### config.mk
export PLATFORM = sky130hd
export DESIGN_NAME = mem_copy_engine
export DESIGN_NICKNAME = d
export VERILOG_FILES = /design/src/rtl/mem_copy_engine.sv
export SDC_FILE = /design/constraint.sdc
export NUM_CORES = 1
export LEC_CHECK = 0
export ABC_AREA = 1
export CORE_MARGIN = 5
export CORE_UTILIZATION = 45
export DETAILED_ROUTE_END_ITERATION = 10
export MAX_ROUTING_LAYER = met4
export PLACE_DENSITY = 0.72
export SYNTH_ARGS = -nofsm -noshare
export SYNTH_HDL_FRONTEND = slang
export SYNTH_SLANG_ARGS = --single-unit
### constraint.sdc
create_clock -name Clk -period 1.7 [get_ports Clk]
set_input_delay 0.255 -clock Clk [delete_from_list [all_inputs] [get_ports Clk]]
set_output_delay 0.255 -clock Clk [all_outputs]
set_load 0.03 [all_outputs]
### src/rtl/mem_copy_engine.sv
// mem_copy_engine
//   Bus-master block copier for a single-port data memory. It copies Len bytes
//   from SrcAddr to DstAddr. Each byte takes one read cycle (RD) and then one
//   write cycle (WR), because the memory has a single shared address port.
//   Every output is registered, so the value driven in a cycle is derived from
//   that cycle's state.
//
//   Optional build macro MEM_COPY_OVERLAP_EN: when it is defined, a
//   destination that overlaps the tail of the source is copied in descending
//   order, which gives memmove semantics. When it is undefined, the copy is
//   always ascending.
//
// Ports
//   Clk        rising-edge clock
//   Reset      asynchronous active-low reset
//   Start      copy request, accepted only while idle
//   SrcAddr    first source address, latched on an accepted Start
//   DstAddr    first destination address, latched on an accepted Start
//   Len        byte count (0 = no-op), latched on an accepted Start
//   MemAddr    memory address (source in RD, destination in WR, else 0)
//   MemWrEn    memory write enable, high only in WR
//   MemWrData  memory write data (buffered byte in WR, else 0)
//   MemRdData  combinational memory read data at MemAddr
//   Busy       high in RD, WR and DONE
//   Done       one-cycle completion pulse
module mem_copy_engine #(
    parameter int W = 8,
    parameter int A = 8
) (
    input  logic         Clk,
    input  logic         Reset,
    input  logic         Start,
    input  logic [A-1:0] SrcAddr,
    input  logic [A-1:0] DstAddr,
    input  logic [A-1:0] Len,
    output logic [A-1:0] MemAddr,
    output logic         MemWrEn,
    output logic [W-1:0] MemWrData,
    input  logic [W-1:0] MemRdData,
    output logic         Busy,
    output logic         Done
);

    localparam logic [A-1:0] ONE = A'(1);

    typedef enum logic [1:0] {S_IDLE, S_RD, S_WR, S_DONE} state_e;

    state_e       state_q, state_d;
    logic [A-1:0] src_q, src_d;
    logic [A-1:0] dst_q, dst_d;
    logic [A-1:0] cnt_q, cnt_d;
    logic [W-1:0] buf_q, buf_d;
    logic [A-1:0] addr_q, addr_d;
    logic [W-1:0] wdata_q, wdata_d;
    logic         wren_q, wren_d;
    logic         busy_q, busy_d;
    logic         done_q, done_d;
    logic [A-1:0] step;

`ifdef MEM_COPY_OVERLAP_EN
    logic desc_q, desc_d;
    logic overlap;

    // The extra top bit keeps SrcAddr+Len from wrapping, so a destination
    // that only overlaps "around" address 0 is not treated as overlapping.
    assign overlap = ({1'b0, DstAddr} > {1'b0, SrcAddr}) &&
                     ({1'b0, DstAddr} < ({1'b0, SrcAddr} + {1'b0, Len}));
    // Adding all-ones is a decrement in modulo-2**A arithmetic.
    assign step    = desc_q ? {A{1'b1}} : ONE;
`else
    assign step    = ONE;
`endif

    // NOTE: every variable gets a default before the case statement, so no
    // path leaves a variable unassigned and no latch is inferred.
    always_comb begin
        state_d = state_q;
        src_d   = src_q;
        dst_d   = dst_q;
        cnt_d   = cnt_q;
        buf_d   = buf_q;
`ifdef MEM_COPY_OVERLAP_EN
        desc_d  = desc_q;
`endif
        case (state_q)
            S_IDLE: begin
                if (Start) begin
                    cnt_d   = Len;
`ifdef MEM_COPY_OVERLAP_EN
                    desc_d  = overlap;
                    src_d   = overlap ? (SrcAddr + Len - ONE) : SrcAddr;
                    dst_d   = overlap ? (DstAddr + Len - ONE) : DstAddr;
`else
                    src_d   = SrcAddr;
                    dst_d   = DstAddr;
`endif
                    state_d = (Len == '0) ? S_DONE : S_RD;
                end
            end
            S_RD: begin
                buf_d   = MemRdData;
                state_d = S_WR;
            end
            S_WR: begin
                src_d   = src_q + step;
                dst_d   = dst_q + step;
                cnt_d   = cnt_q - ONE;
                state_d = (cnt_d == '0) ? S_DONE : S_RD;
            end
            S_DONE:  state_d = S_IDLE;
            default: state_d = S_IDLE;
        endcase

        // The outputs are registered from the next state, so they line up
        // with the state they describe, with no combinational path to a port.
        addr_d  = '0;
        wdata_d = '0;
        wren_d  = 1'b0;
        case (state_d)
            S_RD: addr_d = src_d;
            S_WR: begin
                addr_d  = dst_d;
                wdata_d = buf_d;
                wren_d  = 1'b1;
            end
            default: ;
        endcase
        busy_d = (state_d != S_IDLE);
        done_d = (state_d == S_DONE);
    end

    // NOTE: state elements use non-blocking assignments, so every register
    // updates from the values held before the edge, whatever the statement
    // order. The byte buffer is a single register, so resetting it is cheap
    // and keeps it deterministic.
    always_ff @(posedge Clk or negedge Reset) begin
        if (!Reset) begin
            state_q <= S_IDLE;
            src_q   <= '0;
            dst_q   <= '0;
            cnt_q   <= '0;
            buf_q   <= '0;
            addr_q  <= '0;
            wdata_q <= '0;
            wren_q  <= 1'b0;
            busy_q  <= 1'b0;
            done_q  <= 1'b0;
`ifdef MEM_COPY_OVERLAP_EN
            desc_q  <= 1'b0;
`endif
        end else begin
            state_q <= state_d;
            src_q   <= src_d;
            dst_q   <= dst_d;
            cnt_q   <= cnt_d;
            buf_q   <= buf_d;
            addr_q  <= addr_d;
            wdata_q <= wdata_d;
            wren_q  <= wren_d;
            busy_q  <= busy_d;
            done_q  <= done_d;
`ifdef MEM_COPY_OVERLAP_EN
            desc_q  <= desc_d;
`endif
        end
    end

    assign MemAddr   = addr_q;
    assign MemWrEn   = wren_q;
    assign MemWrData = wdata_q;
    assign Busy      = busy_q;
    assign Done      = done_q;

endmodule

* Word-level counts from Yosys, hierarchy flattened *
Index checks and enable logic that the tools add are counted.

word-level totals
  input port bits = 35
  register bits = 53

operators by class
  equality and inequality tests = 7
  reduce and logical (&&, ||, !) cells = 6
  multiplexer cells = 14
  add/sub/neg operators = 3

operator list
  kind                                              count
  one-hot mux 8 bit (2 select lines)                4
  2-to-1 mux 8 bit                                  5
  adder 8 x 1 -> 8 bit, second input constant       2
  zero test 8 bit                                   2
  == test 2 bit, second input constant              4
  one-hot mux 2 bit (4 select lines)                1
  subtractor 8 x 1 -> 8 bit, second input constant  1
  2-to-1 mux 2 bit                                  3
  == test 2 x 1 -> 1 bit, second input constant     2
  nonzero test 2 bit                                2
  zero test 2 bit                                   1
  != test 2 bit, second input constant              1
  AND reduction 2 bit                               1
  2-to-1 mux 1 bit                                  1

* Logic depth before layout (Yosys ltp) *
  depth after elaboration = 6
  mapped depth = 12
  gate-level depth less buffers = 12

* Least setup slack after synthesis *
Ideal clock, no wire load.

  kind = register to register
  from = register cnt_q[0]
  to = register done_q, in the netlist Done
  path slack = 0.165 ns
  buffers on the path = 0
  cell stages (with the launch flop) = 13
  data required time = 1.629 ns
  period minus slack after synthesis = 1.535 ns
  arrival time = 1.463 ns
  path through = dfrtp_1 -> inv_1 -> ha_1 -> inv_1 -> nor2_1 -> nand3_1 -> nand2_1 -> nand2_1 -> nor2_1 -> nand3_2 -> nand2_2 -> inv_2 -> nor2_1

on the way
  longest elaborated chain between the ends = 5

ends and longest elaborated chain
  what                                line  source
  from (decl)                         51    logic [A-1:0] cnt_q, cnt_d;
  from (signal assigned)              155   cnt_q <= cnt_d;
  subtractor 8 x 1 -> 8 bit           107   cnt_d = cnt_q - ONE;
  zero test 8 bit                     108   state_d = (cnt_d == '0) ? S_DONE : S_RD;
  2-to-1 mux 2 bit                    108
  one-hot mux 2 bit (4 select lines)  85    case (state_q)
  named net state_d[1]                48    state_e state_q, state_d;
  == test 2 bit                       129   done_d = (state_d == S_DONE);
  named net done_d                    57    logic done_q, done_d;
  to (signal assigned)                161   done_q <= done_d;
  to (decl)                           57

The timed path passes the listed nets, and every way through them passes these cells.
A chain may end at the register's enable or synchronous reset.

* Worst setup path after layout *
  from = register cnt_q[1]
  to = register addr_q[1], in the netlist MemAddr[1]

on the way
  longest elaborated chain between the ends = 6
  elaborated cells between the ends (all ways) = 7
  classes of those cells = add/sub: 1; eq/ne: 2; mux: 3; reduce/logical: 1

ends and longest elaborated chain
  what                                                     line  source
  subtractor 8 x 1 -> 8 bit *                              107
  zero test 8 bit *                                        108
  2-to-1 mux 2 bit *                                       108
  one-hot mux 2 bit (4 select lines) *                     85
  == test 2 bit or == test 2 x 1 -> 1 bit (tied branches)  119   case (state_d)
  one-hot mux 8 bit (2 select lines) *                     119
  named net addr_d[1]                                      53    logic [A-1:0] addr_q, addr_d;
  to (signal assigned)                                     157   addr_q <= addr_d;
  to (decl)                                                53

Mark *: on every way through the listed nets, which the timed path passes. The rest lies on a longest branch.

==> results_dict.tcl <==
set metrics [dict create \
    status "finished clean" \
    timing.max_cap.violations 0 \
    path_max_fanout 5 \
    io_buffers 53 \
    antenna_found_initial 0 \
    cts_buffer_depth 2 \
    synth_most_common_cell "nand2_1" \
    drt_iter0_drc 176 \
    first_pass_iters 4 \
    clock_skew_ns 0.00523 \
    p_comb_share_pct 49.9 \
    period_share_pct 96.6 \
    grt_max_degree 21 \
    vias 2315 \
    reg2reg_slack_ns 0.06 \
    power_density_nw_per_um2 1620 \
    synth.distinct_cells 37 \
    synth_top_area_share_pct 46.4 \
    die_h_um 83.5 \
    layoutNonFillerInstCount 450 \
    fmax_ghz 0.609 \
    switching_share_pct 41.9 \
    die-area_um2 6970 \
    antenna_left 0 \
    yosysTopAreaCell "dfrtp_1" \
    layout-drive-gt1-share_pct 16.3 \
    fp.coreArea_um2 5170 \
    syn_avg_cell_area_um2 7.99 \
    path_cells "inv_2 > ha_4 > inv_2 > nand2_1 > nand2_1 > nor2_1 > nand3_1 > nor2_4 > nand3_4 > nand4_1 > nand2_1" \
    finalHoldViolCount 0 \
    synth_edf_count 0 \
    critPathSlowestCell "dfrtp_1" \
    clkTransAtPathRegs_ns 0.09 \
    maxSlewHeadroom_pct 72.2 \
    rsz0062_at_grt "true" \
    io_pins 54 \
    rr_endpoint "MemAddr[1]" \
    wl_per_cell_um 14.1 \
    synth-async-reset-ratio_pct 100 \
    setup_viol 0 \
    final_net_count 418 \
    critPathBufInv 2 \
    die_w_um 83.5 \
    power.switching_mw 2.28 \
    ys_top_cells_by_area "dfrtp_1 46%, nand2_1 11%, nor2_1 6.3%" \
    pwr-share-seq_pct 34.4 \
    crit_required_ns 1.89 \
    yosysWarnings 0 \
    crit_arrival_ns 1.84 \
    cp-start-kind "register" \
    synth_seq_area_share_pct 46.4 \
    place_inst 439 \
    setup_ws_ns 0.0576 \
    critPathTopFamily "simple AND/OR/NAND/NOR gates" \
    insertion_delay_ns 0.30 \
    cts_tree "yes" \
    r2r-start "cnt_q[1]" \
    drc 0 \
    end_kind "register" \
    via_per_inst 5.14 \
    critPathKind "register to register" \
    p_clk_share_pct 15.7 \
    peakVddDrop_v 0.000908 \
    pre_cts_ws_ns -0.00100 \
    crit_top_cell "nand2_1" \
    worstMarginPinSlew_ns 0.416 \
    timing.hold.ws_ns 0.437 \
    ys_ff_latch 45 \
    clock-sinks 45 \
    critPathMaxStageDelay_ns 0.40 \
    root_buffer "clkbuf_8" \
    intPower_mw 3.16 \
    grt_pass1_wl_mm 10.3 \
    final_util_pct 64.8 \
    synth.cells.most_frequent "71 x nand2_1, 45 x dfrtp_1, 41 x nor2_1" \
    grt_pass1_vias 2242 \
    num_antenna_cells 0 \
    h-tree-depth 2 \
    hpwl_mm 4.72 \
    wirelength_mm 6.35 \
    grtUsageTotal_pct 18.4 \
    initial_core_util_pct 47.0 \
    total_power_mw 5.44 \
    core.rowCount 26 \
    syn_area_um2 2430 \
    syn-num-nets 343 \
    place_congestion 0.858 \
    finalCriticalPeriod_ns 1.64 \
    overflow 0 \
    finalMaxSlewViolations 0 \
    min_path_type "input pin to asynchronous set/reset pin" \
    ff2ff_path_depth 11 \
    area_delta_synth_final_pct 38.0 \
    p_leak_nw 1.57 \
    synthCells 304 \
    synth_ff_type "dfrtp_1" \
    cts_buffers 5 \
]
## metal layers
metal	track usage [%]	routed length, µm	up-vias
met3	2.96	330	10
met2	31.3	3180	74
met1	22.8	2740	1092
met5	-	0	-
met4	5.26	103	0
li1	-	-	1139
## cells in the final DEF (no fill, tap or decap), types with 6 or more instances in the layout
cell | Yosys | routed
a21oi_1 | 6 | 6
nor2_1 | 41 | 38
nand2_1 | 71 | 69
inv_1 | 37 | 34
nand3_1 | 17 | 16
clkdlybuf4s50_1 | 0 | 52
buf_4 | 1 | 21
clkbuf_8 | 1 | 6
o21ai_0 | 14 | 14
dfrtp_1 | 45 | 45
inv_2 | 5 | 8
nand4_1 | 10 | 10
## registers in the layout (all words and copies together) (netlist names)
register / cells
Busy: 1
MemAddr: 8
dst_q: 8
MemWrData: 8
cnt_q: 8
state_q: 2
MemWrEn: 1
src_q: 8
Done: 1
## worst register-to-register path: stages (launching register included)
cell and delay [ns]:
dfrtp_1 0.40, inv_2 0.09, ha_4 0.15, inv_2 0.04, nand2_1 0.05, nand2_1 0.06, nor2_1 0.09, nand3_1 0.13
nor2_4 0.21, nand3_4 0.12, nand4_1 0.13, nand2_1 0.06
## power groups by stage
stage                     logic [mW]  clock network (mW)  registers [mW]
after floorplan                 1.39                   0            2.06
after global placement          2.44                   0            1.86
after detailed placement        2.47                   0            1.87
after CTS                       2.48               0.866            1.85
after global routing            3.00               0.910            1.92
final                           2.72               0.854            1.87
## area by class of cell
class | count | area (µm²)
Clock buffer | 6 | 82.6
Tap cell | 70 | 87.6
Clock inverter | 2 | 37.5
Inverter | 42 | 158
Timing Repair Buffer | 76 | 713
Multi-Input combinational cell | 209 | 1150
Sequential cell | 45 | 1130
Fill cell | 447 | 1820
## what timing repair did
action,4_1_cts,5_1_grt
hold buffers,1,0
gates resized for setup,0,19
pin swaps,1,8
cloned,0,1
setup endpoints to repair,6,11
hold endpoints to repair,17,0
setup buffers,0,1
## how the worst max path moves through the flow
stage	from	end	slack, ns	cells after the start
finish	cnt_q[1]	MemAddr[1]	0.06	11
detailed placement	cnt_q[0]	MemAddr[1]	-0.001	11
global route	cnt_q[1]	MemAddr[1]	-0.05	11
CTS	cnt_q[0]	MemAddr[1]	-0.005	11
floorplan	cnt_q[0]	Done	0.17	12
global placement	Start	MemAddr[1]	0.02	7
## logic make-up after synthesis
family,Yosys count,synth area share (%)
compound gates,46,12.5
xor+xnor,2,0.721
simple gates,156,28.3
buf+inv,51,10.0
flops,45,46.4
fa+ha+maj,4,2.06
## metrics by stage
step	TNS [ns]	instance area (µm²)
final	0	3350
after global routing	-0.122	3350
after CTS	-0.00525	3260
after detailed placement	-0.00100	3130
after global placement	0	3130
after floorplan	0	2430
Note: power is estimated with default switching activity, not from simulation.
==> variant 1: new RTL, config.mk and constraints unchanged <==
The output `MemWrData` loses its register stage (`wdata_q` becomes a continuous assignment).
--- a/src/rtl/mem_copy_engine.sv
+++ b/src/rtl/mem_copy_engine.sv
@@ -142,5 +142,4 @@
             buf_q   <= '0;
             addr_q  <= '0;
-            wdata_q <= '0;
             wren_q  <= 1'b0;
             busy_q  <= 1'b0;
@@ -156,5 +155,4 @@
             buf_q   <= buf_d;
             addr_q  <= addr_d;
-            wdata_q <= wdata_d;
             wren_q  <= wren_d;
             busy_q  <= busy_d;
@@ -166,4 +164,6 @@
     end
 
+    assign wdata_q = wdata_d;
+
     assign MemAddr   = addr_q;
     assign MemWrEn   = wren_q;
Function: changed (Yosys sat finds a counterexample within 4 cycles, from zero or initial values and one cycle with Reset low).
==> variant 1 against the unedited design <==
  * Sequential share of layout area decreased by 4.0 points
  * Power decreased by 4.6%
  * Final area decreased by 6.5%
  * Sequential cell count decreased by 8
  * Non-clock buffer count decreased by 5
  * Synthesized cell count decreased by 2.6%
  * Synthesized area decreased by 8.2%
  * Sequential power decreased by 11%
  * Setup slack improved by 52 ps
  * Routed wire length decreased by 3.8%
  * Core utilization increased by 1.1 points
  * Critical endpoint is now MemAddr[4]$_DFF_PN0_
  * Largest power group unchanged
==> variant 1: results (changes against the unedited design) <==
Status -> finished clean (unchanged)
Slowest Stage Delay on Critical Path -> 390 ps
Fin nets -> 405 (was 418)
Post-DP HPWL -> 4550 um (was 4720 um)
Syn nets -> 335 (was 343)
Clock transition at path regs -> 80 ps
Category of cells accounting for the largest share of critical-path delay -> simple AND/OR/NAND/NOR gates (unchanged)
Cell Area, Synth -> 2230 um2 (was 2430 um2)
Peak VDD IR -> 0.000958 V (was 0.000908 V)
Critical path peak fanout -> 5 (unchanged)
Initial antenna violation count -> 0 (unchanged)
Wire length of the first global-routing pass -> 9720 um (was 10300 um)
Pwr per Cell Area -> 1650 nW/um2 (was 1620 nW/um2)
Placed standard-cell area -> 2870 um2 (was 3130 um2)
Number of H-tree branching levels -> 2 (unchanged)
Iter 0 DRT Violations -> 106 (was 176)
Worst EP arrival -> 1770 ps (was 1840 ps)
Inserted Clock Buffers -> 5 (unchanged)
Largest net degree at the start of global routing -> 23 (was 21)
Placer Congestion -> 0.904 (was 0.858)
Cell at the slowest stage of the critical path -> dfrtp_1 (unchanged)
Filler Cells Inserted -> 448 (was 447)
Number of diodes -> 0 (unchanged)
Dominant synthesized flop cell -> dfrtp_1 (unchanged)
Buffer type at the clock tree root -> clkbuf_8 (unchanged)
Clock skew -> 3.26 ps (was 5.23 ps)
First-pass iteration count of the detailed router -> 4 (unchanged)
Area contributors post-synth -> dfrtp_1 42%, nand2_1 12%, nor2_1 6.9% (was dfrtp_1 46%, nand2_1 11%, nor2_1 6.3%)
Combined flip-flop and latch cell area -> 927 um2 (was 1130 um2)
PortBufs -> 53 (unchanged)
Overall Global Routing Usage -> 19.9% (was 18.4%)
Number of instances in the synthesized netlist -> 296 (was 304)
Total setup buffers inserted after CTS -> 0 (unchanged)
Number of global-route vias before repair -> 2065 (was 2242)
Hold WC Path Type -> in -> async (unchanged)
Cell count after placement -> 424 (was 439)
Sequential area share after synthesis -> 41.5% (was 46.4%)
Share of layout cells above drive strength 1 -> 20.4% (was 16.3%)
Worst skew pair latency -> 290 ps
Pre-CTS setup slack -> -13.0 ps (was -1.00 ps)
Leakage Power -> 1.48 nW (was 1.57 nW)
Switching power share of the total -> 42.4% (was 41.9%)
Detail-routed via count per cell -> 5.14 (about the same)
Detailed-route via count -> 2230 (was 2315)
Clk power -> 0.908 mW (was 0.854 mW)
Share of synthesized registers carrying an async set or reset -> 100% (unchanged)
Part of the total power dissipated in combinational logic -> 50.3% (was 49.9%)
Most frequent cells after synthesis -> 71 x nand2_1, 41 x nor2_1, 37 x dfrtp_1, 37 x inv_1, 17 x nand3_1 (was 71 x nand2_1, 45 x dfrtp_1, 41 x nor2_1)
Pin slew with the least headroom to its limit -> 403 ps (was 416 ps)
Distinct cell type count after synthesis -> 37 (unchanged)
Bufs on Longest Clock Path -> 2 (unchanged)
Routed wire length per instance -> 14.1 um (about the same)
[variant 1: cell count changes after synthesis]
cell	before	now
dfrtp_1	45	37
[variant 1: routing by layer]
metal	vias to the layer above	share of wire, %	wire length (um)	GRT usage (%)
li1	1106	-	-	-
met1	1046	45	2730	26.3
met2	72	49	3010	31.9
met3	6	5.0	304	3.81
met4	0	1.1	68	4.56
met5	-	0	0	-
[variant 1: layout make-up]
type                            instances  share of cell area, %
Sequential cell                        37                   29.6
Clock inverter                          3                   2.08
Clock buffer                            5                   2.20
Multi-Input combinational cell        209                   37.4
Timing Repair Buffer                   71                   20.9
Tap cell                               67                   2.67
Inverter                               42                   5.11
[variant 1: what timing repair did]
item,4_1_cts,5_1_grt
endpoints found under the hold margin,15,0
hold buffers,1,0
gates cloned,0,1
endpoints found under the setup margin,5,19
gates resized for setup,1,29
pin swaps,0,9
[variant 1: logic make-up (layout without fill, tap and decap cells)]
logic type	Yosys count	after routing	synth area share (%)
adder cells (fa/ha/maj)	4	4	2.25
buffers and inverters	51	121	10.9
flip-flops	37	37	41.5
XOR/XNOR	2	2	0.786
AO/OA/AOI/OAI	46	46	13.6
AND/OR/NAND/NOR	156	157	30.8
[variant 1: worst paths after layout]
kind / startpoint / end / slack (ps) / depth (start not counted)
max: cnt_q[1]$_DFFE_PN0P_ / MemAddr[4]$_DFF_PN0_ / 110 / 11
min: Reset / cnt_q[5]$_DFFE_PN0P_ / 420 / 2
max reg2reg: cnt_q[1]$_DFFE_PN0P_ / MemAddr[4]$_DFF_PN0_ / 110 / 11
min reg2reg: src_q[4]$_DFF_PN0_ / src_q[4]$_DFF_PN0_ / 530 / 1
max in group asynchronous: Reset / dst_q[0]$_DFF_PN0_ / 820 / 3
min in group Clk: src_q[4]$_DFF_PN0_ / src_q[4]$_DFF_PN0_ / 530 / 1
==> variant 2: new RTL, same flow settings <==
Made on the original files. The parameter `W` goes from 8 to 6.
--- a/src/rtl/mem_copy_engine.sv
+++ b/src/rtl/mem_copy_engine.sv
@@ -25,5 +25,5 @@
 //   Done       one-cycle completion pulse
 module mem_copy_engine #(
-    parameter int W = 8,
+    parameter int W = 6,
     parameter int A = 8
 ) (
Ports: changed (resized MemRdData and MemWrData); port bits go from 54 to 50. The function was not compared with the original's and may differ.
==> variant 2 against the unedited design <==
  * Fmax fell by 1.9%
  * Setup slack got worse by 32 ps
  * Final area is 6.0% lower
  * Routed wire length is 3.4% lower
  * Synthesized area is 5.5% lower
  * Power is 2.9% lower
  * Clock skew grew 1.3 ps
  * Sequential cell count fell by 2
  * Critical path type unchanged
  * Critical endpoint is now MemAddr[2]$_DFF_PN0_
==> variant 2: results (changes against the unedited design) <==
Hold-fix buffers at CTS -> 0 (was 1)
Iter 0 DRT Violations -> 211 (was 176)
Most frequent cells after synthesis -> 72 x nand2_1, 43 x dfrtp_1, 34 x inv_1 (was 71 x nand2_1, 45 x dfrtp_1, 41 x nor2_1)
Cell count after placement -> 417 (was 439)
Cts repair resizes -> 4 (was 0)
Cell-internal power -> 3.06 mW (was 3.16 mW)
Placer Congestion -> 0.869 (was 0.858)
Clock skew -> 6.54 ps (was 5.23 ps)
Number of instances in the synthesized netlist -> 287 (was 304)
Detail-routed via count per cell -> 5.06 (was 5.14)
Largest net degree at the start of global routing -> 44 (was 21)
Worst EP arrival -> 1860 ps (was 1840 ps)
Peak VDD IR -> 0.000717 V (was 0.000908 V)
Placed standard-cell area -> 2960 um2 (was 3130 um2)
Sequential area share after synthesis -> 46.9% (was 46.4%)
Wire length of the first global-routing pass -> 9970 um (was 10300 um)
Number of global-route vias before repair -> 2107 (was 2242)
Area contributors post-synth -> dfrtp_1 47%, nand2_1 12%, inv_1 5.6% (was dfrtp_1 46%, nand2_1 11%, nor2_1 6.3%)
Number of H-tree branching levels -> 2 (unchanged)
Total detailed-routing wirelength -> 6140 um (was 6350 um)
Share of layout cells above drive strength 1 -> 15.4% (was 16.3%)
Distinct cell type count after synthesis -> 34 (was 37)
Depth of the most critical reg-to-reg path -> 11 (unchanged)
Leakage Power -> 1.51 nW (was 1.57 nW)
Post-DP HPWL -> 4360 um (was 4720 um)
PortBufs -> 49 (was 53)
Status -> finished clean (unchanged)
Overall Global Routing Usage -> 20.3% (was 18.4%)
End of the critical path -> MemAddr[2]$_DFF_PN0_ (was MemAddr[1]$_DFF_PN0_)
Syn nets -> 324 (was 343)
Pre-CTS setup slack -> -2.85 ps (was -1.00 ps)
Headroom to the max-slew limit -> 63.1% (was 72.2%)
variant 2: metal layers:
layer	track usage (%)	wire [um]	share of wire, %
met4	6.59	95	1.5
met2	31.9	2950	48
met1	27.1	2670	43
met3	3.07	429	7.0
met5	-	0	0
variant 2: cell type report:
class | instances | area [um2]
multi-input combinational | 198 | 1080
fill | 452 | 1890
timing repair buffer | 69 | 639
sequential | 43 | 1080
clock inverter | 2 | 35.0
inverter | 40 | 153
clock buffer | 6 | 82.6
tap | 70 | 87.6
variant 2: power by group through the flow:
stage	clock (mW)	combinational [mW]	sequential, mW
6_report	0.830	2.61	1.84
5_1_grt	0.891	2.93	1.89
4_1_cts	0.844	2.49	1.82
3_5_place_dp	0	2.43	1.84
3_3_place_gp	0	2.39	1.83
2_1_floorplan	0	1.41	2.00
variant 2: kinds of logic after synthesis:
family	count (synthesis)	synth area share [%]
XOR/XNOR	7	2.67
AND/OR/NAND/NOR	141	27.0
AO/OA/AOI/OAI	45	12.9
buffers and inverters	47	8.39
flip-flops	43	46.9
adder cells (fa/ha/maj)	4	2.18
variant 2: critical path, delay by kind of cell, from the launching register on:
kind,cells,cell delay (ps)
adder cells (fa/ha/maj),1,150
flip-flops,1,400
buffers and inverters,2,120
AO/OA/AOI/OAI,1,130
AND/OR/NAND/NOR,7,760
variant 2: how the worst min path moves through the flow:
stage	depth (start not counted)	slack [ps]	to	start
floorplan	0	-40	Busy$_DFF_PN0_	Reset
global placement	2	360	cnt_q[1]$_DFFE_PN0P_	Reset
detailed placement	2	370	cnt_q[1]$_DFFE_PN0P_	Reset
CTS	2	40	cnt_q[1]$_DFFE_PN0P_	Reset
global route	2	80	cnt_q[3]$_DFFE_PN0P_	Reset
finish	2	20	cnt_q[7]$_DFFE_PN0P_	Reset
